--- config.mk ---
export PLATFORM = sky130hd
export DESIGN_NAME = seqdet_scan_ctrl
export DESIGN_NICKNAME = d
export VERILOG_FILES = /design/src/rtl/seqdet_scan_ctrl.sv
export SDC_FILE = /design/constraint.sdc
export NUM_CORES = 1
export LEC_CHECK = 0
export BUFFER_PORTS_ARGS = -buffer_cell sky130_fd_sc_hd__buf_2
export CORE_ASPECT_RATIO = 1.4
export CORE_UTILIZATION = 50
export DETAILED_ROUTE_END_ITERATION = 6
export HOLD_SLACK_MARGIN = 0.06
export PLACE_DENSITY = 0.76
export SLEW_MARGIN = 20
export SYNTH_ARGS = -nofsm -noshare
export SYNTH_HDL_FRONTEND = slang
export SYNTH_SLANG_ARGS = --single-unit
--- constraint.sdc ---
create_clock -name clk -period 1.8 [get_ports clk]
set_clock_uncertainty 0.15 [all_clocks]
set_input_delay 0.27 -clock clk [delete_from_list [all_inputs] [get_ports clk]]
set_output_delay 0.27 -clock clk [all_outputs]
set_load 0.02 [all_outputs]
--- src/rtl/seqdet_scan_ctrl.sv ---
//==============================================================================
// Module      : seqdet_scan_ctrl
// Description : Frame controller that serializes words MSB-first into a 4-bit
//               programmable pattern matcher and counts matches per frame.
//               Optional abort input enabled by macro SEQDET_ABORT_EN.
// Revision    : 1.0 - initial release
//==============================================================================
`default_nettype none

module seqdet_scan_ctrl #(
    parameter int WORD_W = 16,
    parameter int CNT_W  = 8
) (
    input  logic              clk,
    input  logic              rst,
    input  logic              cfg_we,
    input  logic [3:0]        cfg_pattern,
    input  logic              cfg_overlap,
    input  logic              start,
    input  logic [7:0]        frame_len,
    input  logic              in_valid,
    input  logic [WORD_W-1:0] in_data,
`ifdef SEQDET_ABORT_EN
    input  logic              abort,
`endif
    output logic              in_ready,
    output logic              busy,
    output logic              hit,
    output logic [CNT_W-1:0]  match_cnt,
    output logic              done
);

    localparam int c_IDX_W = (WORD_W > 1) ? $clog2(WORD_W) : 1;

    typedef enum logic [1:0] {
        S_IDLE  = 2'd0,
        S_LOAD  = 2'd1,
        S_SHIFT = 2'd2,
        S_DONE  = 2'd3
    } state_t;

    state_t               r_state;
    state_t               w_state_n;

    logic [3:0]           r_pattern;
    logic                 r_overlap;
    logic [3:0]           r_hist;
    logic [2:0]           r_fill;
    logic [7:0]           r_words_left;
    logic [WORD_W-1:0]    r_shreg;
    logic [c_IDX_W-1:0]   r_bit_idx;
    logic                 r_hit;
    logic [CNT_W-1:0]     r_cnt;

    logic                 w_start;
    logic                 w_accept;
    logic                 w_shift;
    logic [3:0]           w_hist_n;
    logic [2:0]           w_fill_inc;
    logic [2:0]           w_fill_n;
    logic                 w_match;

    always_ff @(posedge clk) begin
        if (!rst) begin
            r_state <= S_IDLE;
        end else begin
            r_state <= w_state_n;
        end
    end

    always_comb begin
        w_state_n = r_state;
        w_start   = 1'b0;
        w_accept  = 1'b0;
        w_shift   = 1'b0;
        in_ready  = 1'b0;
        busy      = 1'b1;
        done      = 1'b0;
        case (r_state)
            S_IDLE: begin
                busy = 1'b0;
                if (start) begin
                    w_start   = 1'b1;
                    w_state_n = (frame_len == 8'd0) ? S_DONE : S_LOAD;
                end
            end
            S_LOAD: begin
                in_ready = 1'b1;
                if (in_valid) begin
                    w_accept  = 1'b1;
                    w_state_n = S_SHIFT;
                end
            end
            S_SHIFT: begin
                w_shift = 1'b1;
                if (r_bit_idx == '0) begin
                    w_state_n = (r_words_left == 8'd1) ? S_DONE : S_LOAD;
                end
            end
            S_DONE: begin
                done      = 1'b1;
                w_state_n = S_IDLE;
            end
            default: begin
                w_state_n = S_IDLE;
            end
        endcase
`ifdef SEQDET_ABORT_EN
        // Abort wins over any same-cycle handshake or shift
        if (abort && (r_state != S_IDLE)) begin
            w_state_n = S_IDLE;
            w_accept  = 1'b0;
            w_shift   = 1'b0;
        end
`endif
    end

    assign w_hist_n   = {r_hist[2:0], r_shreg[WORD_W-1]};
    assign w_fill_inc = (r_fill == 3'd4) ? 3'd4 : (r_fill + 3'd1);
    assign w_match    = (w_hist_n == r_pattern) && (w_fill_inc == 3'd4);
    // Non-overlapping mode restarts the fill so the next match needs 4 new bits
    assign w_fill_n   = (w_match && !r_overlap) ? 3'd0 : w_fill_inc;

    always_ff @(posedge clk) begin
        if (!rst) begin
            r_pattern    <= 4'b1001;
            r_overlap    <= 1'b1;
            r_hist       <= 4'd0;
            r_fill       <= 3'd0;
            r_words_left <= 8'd0;
            r_shreg      <= '0;
            r_bit_idx    <= '0;
            r_hit        <= 1'b0;
            r_cnt        <= '0;
        end else begin
            r_hit <= 1'b0;
            if ((r_state == S_IDLE) && cfg_we) begin
                r_pattern <= cfg_pattern;
                r_overlap <= cfg_overlap;
            end
            if (w_start) begin
                r_words_left <= frame_len;
                r_cnt        <= '0;
                r_hist       <= 4'd0;
                r_fill       <= 3'd0;
            end
            if (w_accept) begin
                r_shreg   <= in_data;
                r_bit_idx <= c_IDX_W'(WORD_W - 1);
            end
            if (w_shift) begin
                r_shreg   <= {r_shreg[WORD_W-2:0], 1'b0};
                r_bit_idx <= r_bit_idx - 1'b1;
                r_hist    <= w_hist_n;
                r_fill    <= w_fill_n;
                r_hit     <= w_match;
                if (w_match && (r_cnt != '1)) begin
                    r_cnt <= r_cnt + 1'b1;
                end
                if ((r_bit_idx == '0) && (r_words_left != 8'd1)) begin
                    r_words_left <= r_words_left - 8'd1;
                end
            end
        end
    end

    assign hit       = r_hit;
    assign match_cnt = r_cnt;

endmodule

`default_nettype wire
Yosys cells after proc, flatten, opt, wreduce, memory -nomap -nowiden
Index checks and enable logic that the tools add are counted.
Widths: inputs -> output; s select.
{ "op_classes": {"addsub": 4, "multipliers": 0, "div": 0, "n_lt_le_gt_ge": 0, "eq_ne": 12, "n_shift": 0, "muxes": 30, "n_bitwise": 1, "n_reduce_logical": 14} }
{ "ops": {"columns": ["op", "count"], "rows": [
  ["$mux 8", 6],
  ["$mux 16", 2],
  ["$mux 3", 6],
  ["$mux 2", 5],
  ["$add 8x1->8 const B", 1],
  ["$eq 8x1->1 const B", 1],
  ["$logic_not 8->1", 1],
  ["$mux 1", 8],
  ["$mux 4", 2],
  ["$ne 8x1->1 const B", 1],
  ["$ne 8x8->1 const B", 1],
  ["$pmux 2 s4", 1],
  ["$sub 8x1->8 const B", 1],
  ["$eq 3x3->1 const B", 2],
  ["$ne 2x2->1 const B", 3],
  ["$logic_and 1x1->1", 5],
  ["$eq 2x2->1 const B", 2],
  ["$eq 4x4->1", 1],
  ["$logic_not 4->1", 1],
  ["$reduce_bool 2->1", 2],
  ["$sub 4x1->4 const B", 1],
  ["$add 3x1->3 const B", 1],
  ["$reduce_and 3->1", 1],
  ["$eq 2x1->1 const B", 1],
  ["other kinds (5)", 5]
]} }
{ "word_totals": {"register_bits": 50, "latch_bits": 0, "mem_bits_rw": 0, "mem_bits_ro": 0, "out_inout_bits": 12, "wordCells": 72, "n_memories": 0} }

Logic depth before layout (Yosys ltp)
{ "logic_depth": {"depth_word": 7, "mapped_depth": 8} }

Least setup slack after synthesis
OpenSTA, ideal clock, no wires.
{ "synth_timing": {"path_type": "register to register", "startpoint": "reg r_cnt[0] (netlist: match_cnt[0])", "endpoint": "reg r_cnt[7] (netlist: match_cnt[7])", "setup_ns": 0.074, "arrival_ns": 1.806, "path_slack_ns": -0.231, "stages_incl_launch_ff": 8, "n_path_buf": 1, "path_cell_list": "dfxtp_1 ha_1 and4_4 a41oi_2 nand3_2 buf_6 or3_1 a31oi_1"} }
{ "synth_via": {"elab_chain_cells": 4} }
{ "synth_lines": {"columns": ["item", "line", "text"], "rows": [
  ["from (decl)", "53", "logic [CNT_W-1:0] r_cnt;"],
  ["from (signal assigned)", "158", "r_cnt <= r_cnt + 1'b1;"],
  ["parallel branches: the longest is 2 deep, another holds $add 8x1->8", null, null],
  ["$mux 8 *", "157", "if (w_match && (r_cnt != '1)) begin"],
  ["$mux 8 *", "151", "if (w_shift) begin"]
]} }
Mark *: on every way between the ends.
A chain may end at the register's enable or synchronous reset.

Worst setup path in the final report
{ "layout_timing": {"startpoint": "reg r_bit_idx[0]", "endpoint": "reg r_words_left[2]"} }
{ "layout_via": {"elab_chain_cells": 4} }
{ "layout_lines": {"columns": ["item", "line", "text"], "rows": [
  ["from (decl)", "51", "logic [c_IDX_W-1:0] r_bit_idx;"],
  ["from (signal assigned)", "149", "r_bit_idx <= c_IDX_W'(WORD_W - 1);"],
  ["from (signal assigned)", "153", "r_bit_idx <= r_bit_idx - 1'b1;"],
  ["$logic_not 4->1", "160", "if ((r_bit_idx == '0) && (r_words_left != 8'd1)) begin"],
  ["$logic_and 1x1->1", "160", null],
  ["$mux 8", "160", null],
  ["$mux 8", "151", null],
  ["to (signal assigned)", "142", "r_words_left <= frame_len;"],
  ["to (signal assigned)", "161", "r_words_left <= r_words_left - 8'd1;"],
  ["to (decl)", "49", "logic [7:0] r_words_left;"]
]} }
Every way passes these cells.

==> results by stage <==
Worst setup path:
- The biggest cell delay along the critical path is 0.39 ns.
- The kind of end point of the critical path is a register.
- The worst register-to-register path begins at r_bit_idx[0]$_SDFFE_PN0P_.
- For this design, the slowest cell found on the critical path is or3b_4.
- The type of the setup path with the least slack is reg2reg.
- At the worst endpoint, the required time is 1.84 ns.
- The critical-path maximum fanout is 3.
- The data arrival time of the worst path is ~2.0 ns.
- The startpoint type of the worst setup path is a register.
- The signal on the critical path passes through inv_2 -> ha_4 -> or3b_4 -> a211o_4 -> mux2i_1 -> a221oi_2 -> nor2_1.
- Tracing the worst setup path back leads to its startpoint at r_bit_idx[0]$_SDFFE_PN0P_.

Yosys:
- By count the netlist is led by dfxtp_1 (50), nand2_1 (32), a21oi_1 (30).
- The predominant post-synthesis flop cell is dfxtp_1.
- The fraction of synthesized area in multiplexers is 1.67%.
- The synthesized area per cell is between 8 and 9 um^2.
- Of the post-synthesis cell area, the dominant cell type holds 40.5%.
- Yosys attributes the largest share of cell area to dfxtp_1 (41%), a21oi_1 (6.1%), a22oi_1 (5.2%).
- The dominant combinational cell family by area after synthesis is compound AO/OA/AOI/OAI gates.
- The count of distinct cell types in the synthesized netlist is 54.
- The gate count after technology mapping is 287.
- In the synthesized netlist the async set-or-reset flop fraction comes to 0%.
- Summing the areas of all fa, ha and maj instances in the mapped netlist gives 3.55% of the synthesized area.
- The fraction of the mapped netlist area in compound gates is about 25%.
- The number of storage elements in the synthesis netlist is 50.
- The leading area contributor after synthesis is dfxtp_1.
- For this run, the number of Yosys warnings is 0.
- The total nets after synthesis is 328.
- The simple logic cell fraction of the synthesized area is 22.8%.
- After synthesis the cells add up to between 0.002 and 0.0025 mm^2.
- Summing the areas of all xor and xnor instances in the mapped netlist gives 1.42% of the synthesized area.
- The most frequently used cell type in the post-synthesis netlist is dfxtp_1.
- Counting flops with a built-in enable in the synthesized netlist gives 0.
- After synthesis, flip-flops and latches occupy roughly 40% of the total area.

Route:
- The number of vias in the routed layout is 2468.
- The number of remaining DRC errors is 0.
- After detailed routing, the average wire length per cell comes to 14.5 um.
- The iteration count of the initial detailed-routing pass is 4.
- The total wire length is around 6200 um.
- The detail route stage leaves a number of antenna-violating nets equal to 0.
- The routed via count divided by cell count is 5.75.
- The DRC violation total after the first TritonRoute iteration is 138.

Clock network:
- CTS placed an instance of clkbuf_8 at the clock tree root.
- The clock transition at the registers of the reported paths is 0.10 ns.
- The number of sinks handled by clock tree synthesis is 50.
- The longest clock path from root to sink contains 2 buffers.
- Clock tree synthesis inserted a total of 5 buffers.
- The TritonCTS clock tree is yes.
- The later-pin clock latency in the skew report is just over 0.3 ns.
- The level count of the clock H-tree is 2.

Run:
- Max-cap violations in this run came to 0.

STA:
- Of the available clock period, the critical path in the final layout requires 109%.
- The count of endpoints failing hold in the final timing report is 0.
- Setup repair after global routing could not meet its margin everywhere.
- At the pin with the least slew margin, the transition time is 0.405 ns.
- Setup violations remaining at the end of the flow were counted as 9.
- The timing-limited maximum frequency is just over 0.5 GHz.
- The normalized max-slew margin is approximately 73%.
- The count of final max-slew check failures is 0.
- The post-route minimum period is between 1.5 and 2 ns.
- The setup slack of the critical path after layout is -0.167 ns.

Finish:
- At the end of the flow, the number of nets in the layout was 407.
- 0 antenna diodes ended up in the layout.
- The post-route cell area is 0.00325 mm^2.
- The number of fillers in the final layout is 409.
- The post-route non-filler standard cell count is between 400 and 500.
- Cells with a size suffix above 1 make up 36.5% of the layout.
- From synthesis to final layout, the design area changed by 31.8%.

Pwr:
- The worst-case IR drop observed on VDD is 0.564 mV.
- The power per cell area is about 770 mW/mm^2.
- The sum of internal, switching and leakage power is 2500 uW.
- In this run the static leakage power is 0.00129 uW.

Worst hold path:
- The startpoint identified for the worst hold timing path is cfg_pattern[1].
- The class of the tightest hold or removal check is in2reg.

Placement:
- During placement, the flow inserted port buffers numbering 45.
- Once placement finished, the instance area stood at 0.00300 mm^2.
- After legalization and detailed placement, the total HPWL measured 4420 um.
- The routability congestion estimate is between 0.9 and 1.
- Before CTS, the worst setup slack after placement is -0.174 ns.
- The number of placed instances, taps included, is 415.

Floorplan:
- The floorplan step defined a die boundary enclosing 0.00523 mm^2.
- For this configuration, the core starts out at a cell density of 53.2%.
- The core outline area is 0.00464 mm^2.
- The die span in x is ~61 um.
- The floorplan has 29 rows.
- For this design the top-level I/O count stands at 46.
- The die is ~85 um tall.

GRT:
- The aggregate global routing overflow is 0.
- Entering global routing, the biggest net connects 23 pins.
- The initial antenna violation count is 0.
- The via count of the first global-routing pass is 2354.
- The first global-routing pass estimated 10400 um of wire.
- Global routing consumed, over all layers together, 25.7% of the routing resources.

Run status:
- The checks that failed: negative setup slack.
- The run finished, with violations left.
## metal layers
metal  GRT usage (%)  share of wire [%]  vias to the layer above
li1                -                  -                     1224
met1            31.1                 41                     1172
met2            44.8                 54                       66
met3            4.57                3.5                        6
met4            7.88                1.1                        0
met5               0                  0                        -
## logic make-up after synthesis
family,count (synthesis)
fa+ha+maj,7
xor+xnor,4
simple gates,104
compound gates,92
buf+inv,26
flops,50
mux,4
## sequential cells by signal (all words and copies together), names as in the netlist
name,count
r_shreg,16
hit,1
r_overlap,1
r_pattern,4
r_hist,3
match_cnt,8
r_bit_idx,4
r_fill,3
r_words_left,8
r_state,2
## critical path: cells and delay by family (launching register included)
kind / cells / cell delay, ns
AOI/OAI and AO/OA: 2 / 0.56
adders and majority gates: 1 / 0.13
buffers and inverters: 1 / 0.07
DFF: 1 / 0.34
muxes: 1 / 0.15
and+or+nand+nor: 2 / 0.45
## metrics by stage
| stage | setup TNS (ns) | util [%] | hold WS (ns) |
|---|---|---|---|
| 2_1_floorplan | -0.266 | - | 0.267 |
| 3_3_place_gp | -0.334 | 64.7 | 0.294 |
| 3_5_place_dp | -0.900 | 64.7 | 0.297 |
| 4_1_cts | -0.707 | 68.8 | 0.0708 |
| 5_1_grt | -1.69 | 70.1 | 0.0749 |
| 6_report | -0.778 | 70.1 | 0.0719 |
## power by group
group	leakage [uW]	switching, uW	internal, uW	total (uW)
logic	0.000828	313	274	587
registers	0.000412	55.8	1170	1220
clock network	0.0000495	405	289	694
## cell type report
class,count,area (um^2),share of cell area [%]
multi-input cells,211,1450,44.6
flip-flops and latches,50,1020,31.3
repair buffers,87,571,17.5
well taps,62,77.6,2.38
clock buffers,5,68.8,2.11
inverters,11,41.3,1.27
clock inverters,3,26.3,0.807
## final timing paths
check / to / slack [ns] / cells after the start
worst max-delay path: r_words_left[2]$_SDFF_PN0_ / -0.17 / 7
worst min register to register: r_shreg[7]$_SDFFE_PN0P_ / 0.31 / 2
worst max register to register: r_words_left[2]$_SDFF_PN0_ / -0.17 / 7
worst min-delay path: r_pattern[1]$_SDFFE_PN0P_ / 0.07 / 3
## repair_timing
item / 4_1_cts / 5_1_grt
setup endpoints to repair: 15 / 23
gates resized for setup: 13 / 14
setup buffers: 1 / 1
hold buffers: 4 / 0
hold endpoints to repair: 4 / 0
pin swaps: 6 / 8
## cell usage in the layout (no fill, tap or decap), types with 4 or more instances in the layout
cell type / Yosys / layout
buf_2: 4 / 45
a211oi_1: 7 / 6
nor2_1: 12 / 12
o21ai_0: 10 / 7
dfxtp_2: 0 / 7
a21oi_1: 30 / 29
a22oi_1: 17 / 17
dlygate4sd3_1: 0 / 4
inv_1: 11 / 7
a31oi_1: 4 / 4
o21a_1: 4 / 4
nand4_1: 5 / 5
clkbuf_8: 0 / 5
inv_2: 0 / 4
xor2_1: 4 / 4
dfxtp_1: 50 / 41
buf_4: 1 / 35
nand3_1: 18 / 18
nor3_1: 10 / 9
nand2_1: 32 / 31
Note: power is estimated with default switching activity, not from simulation.
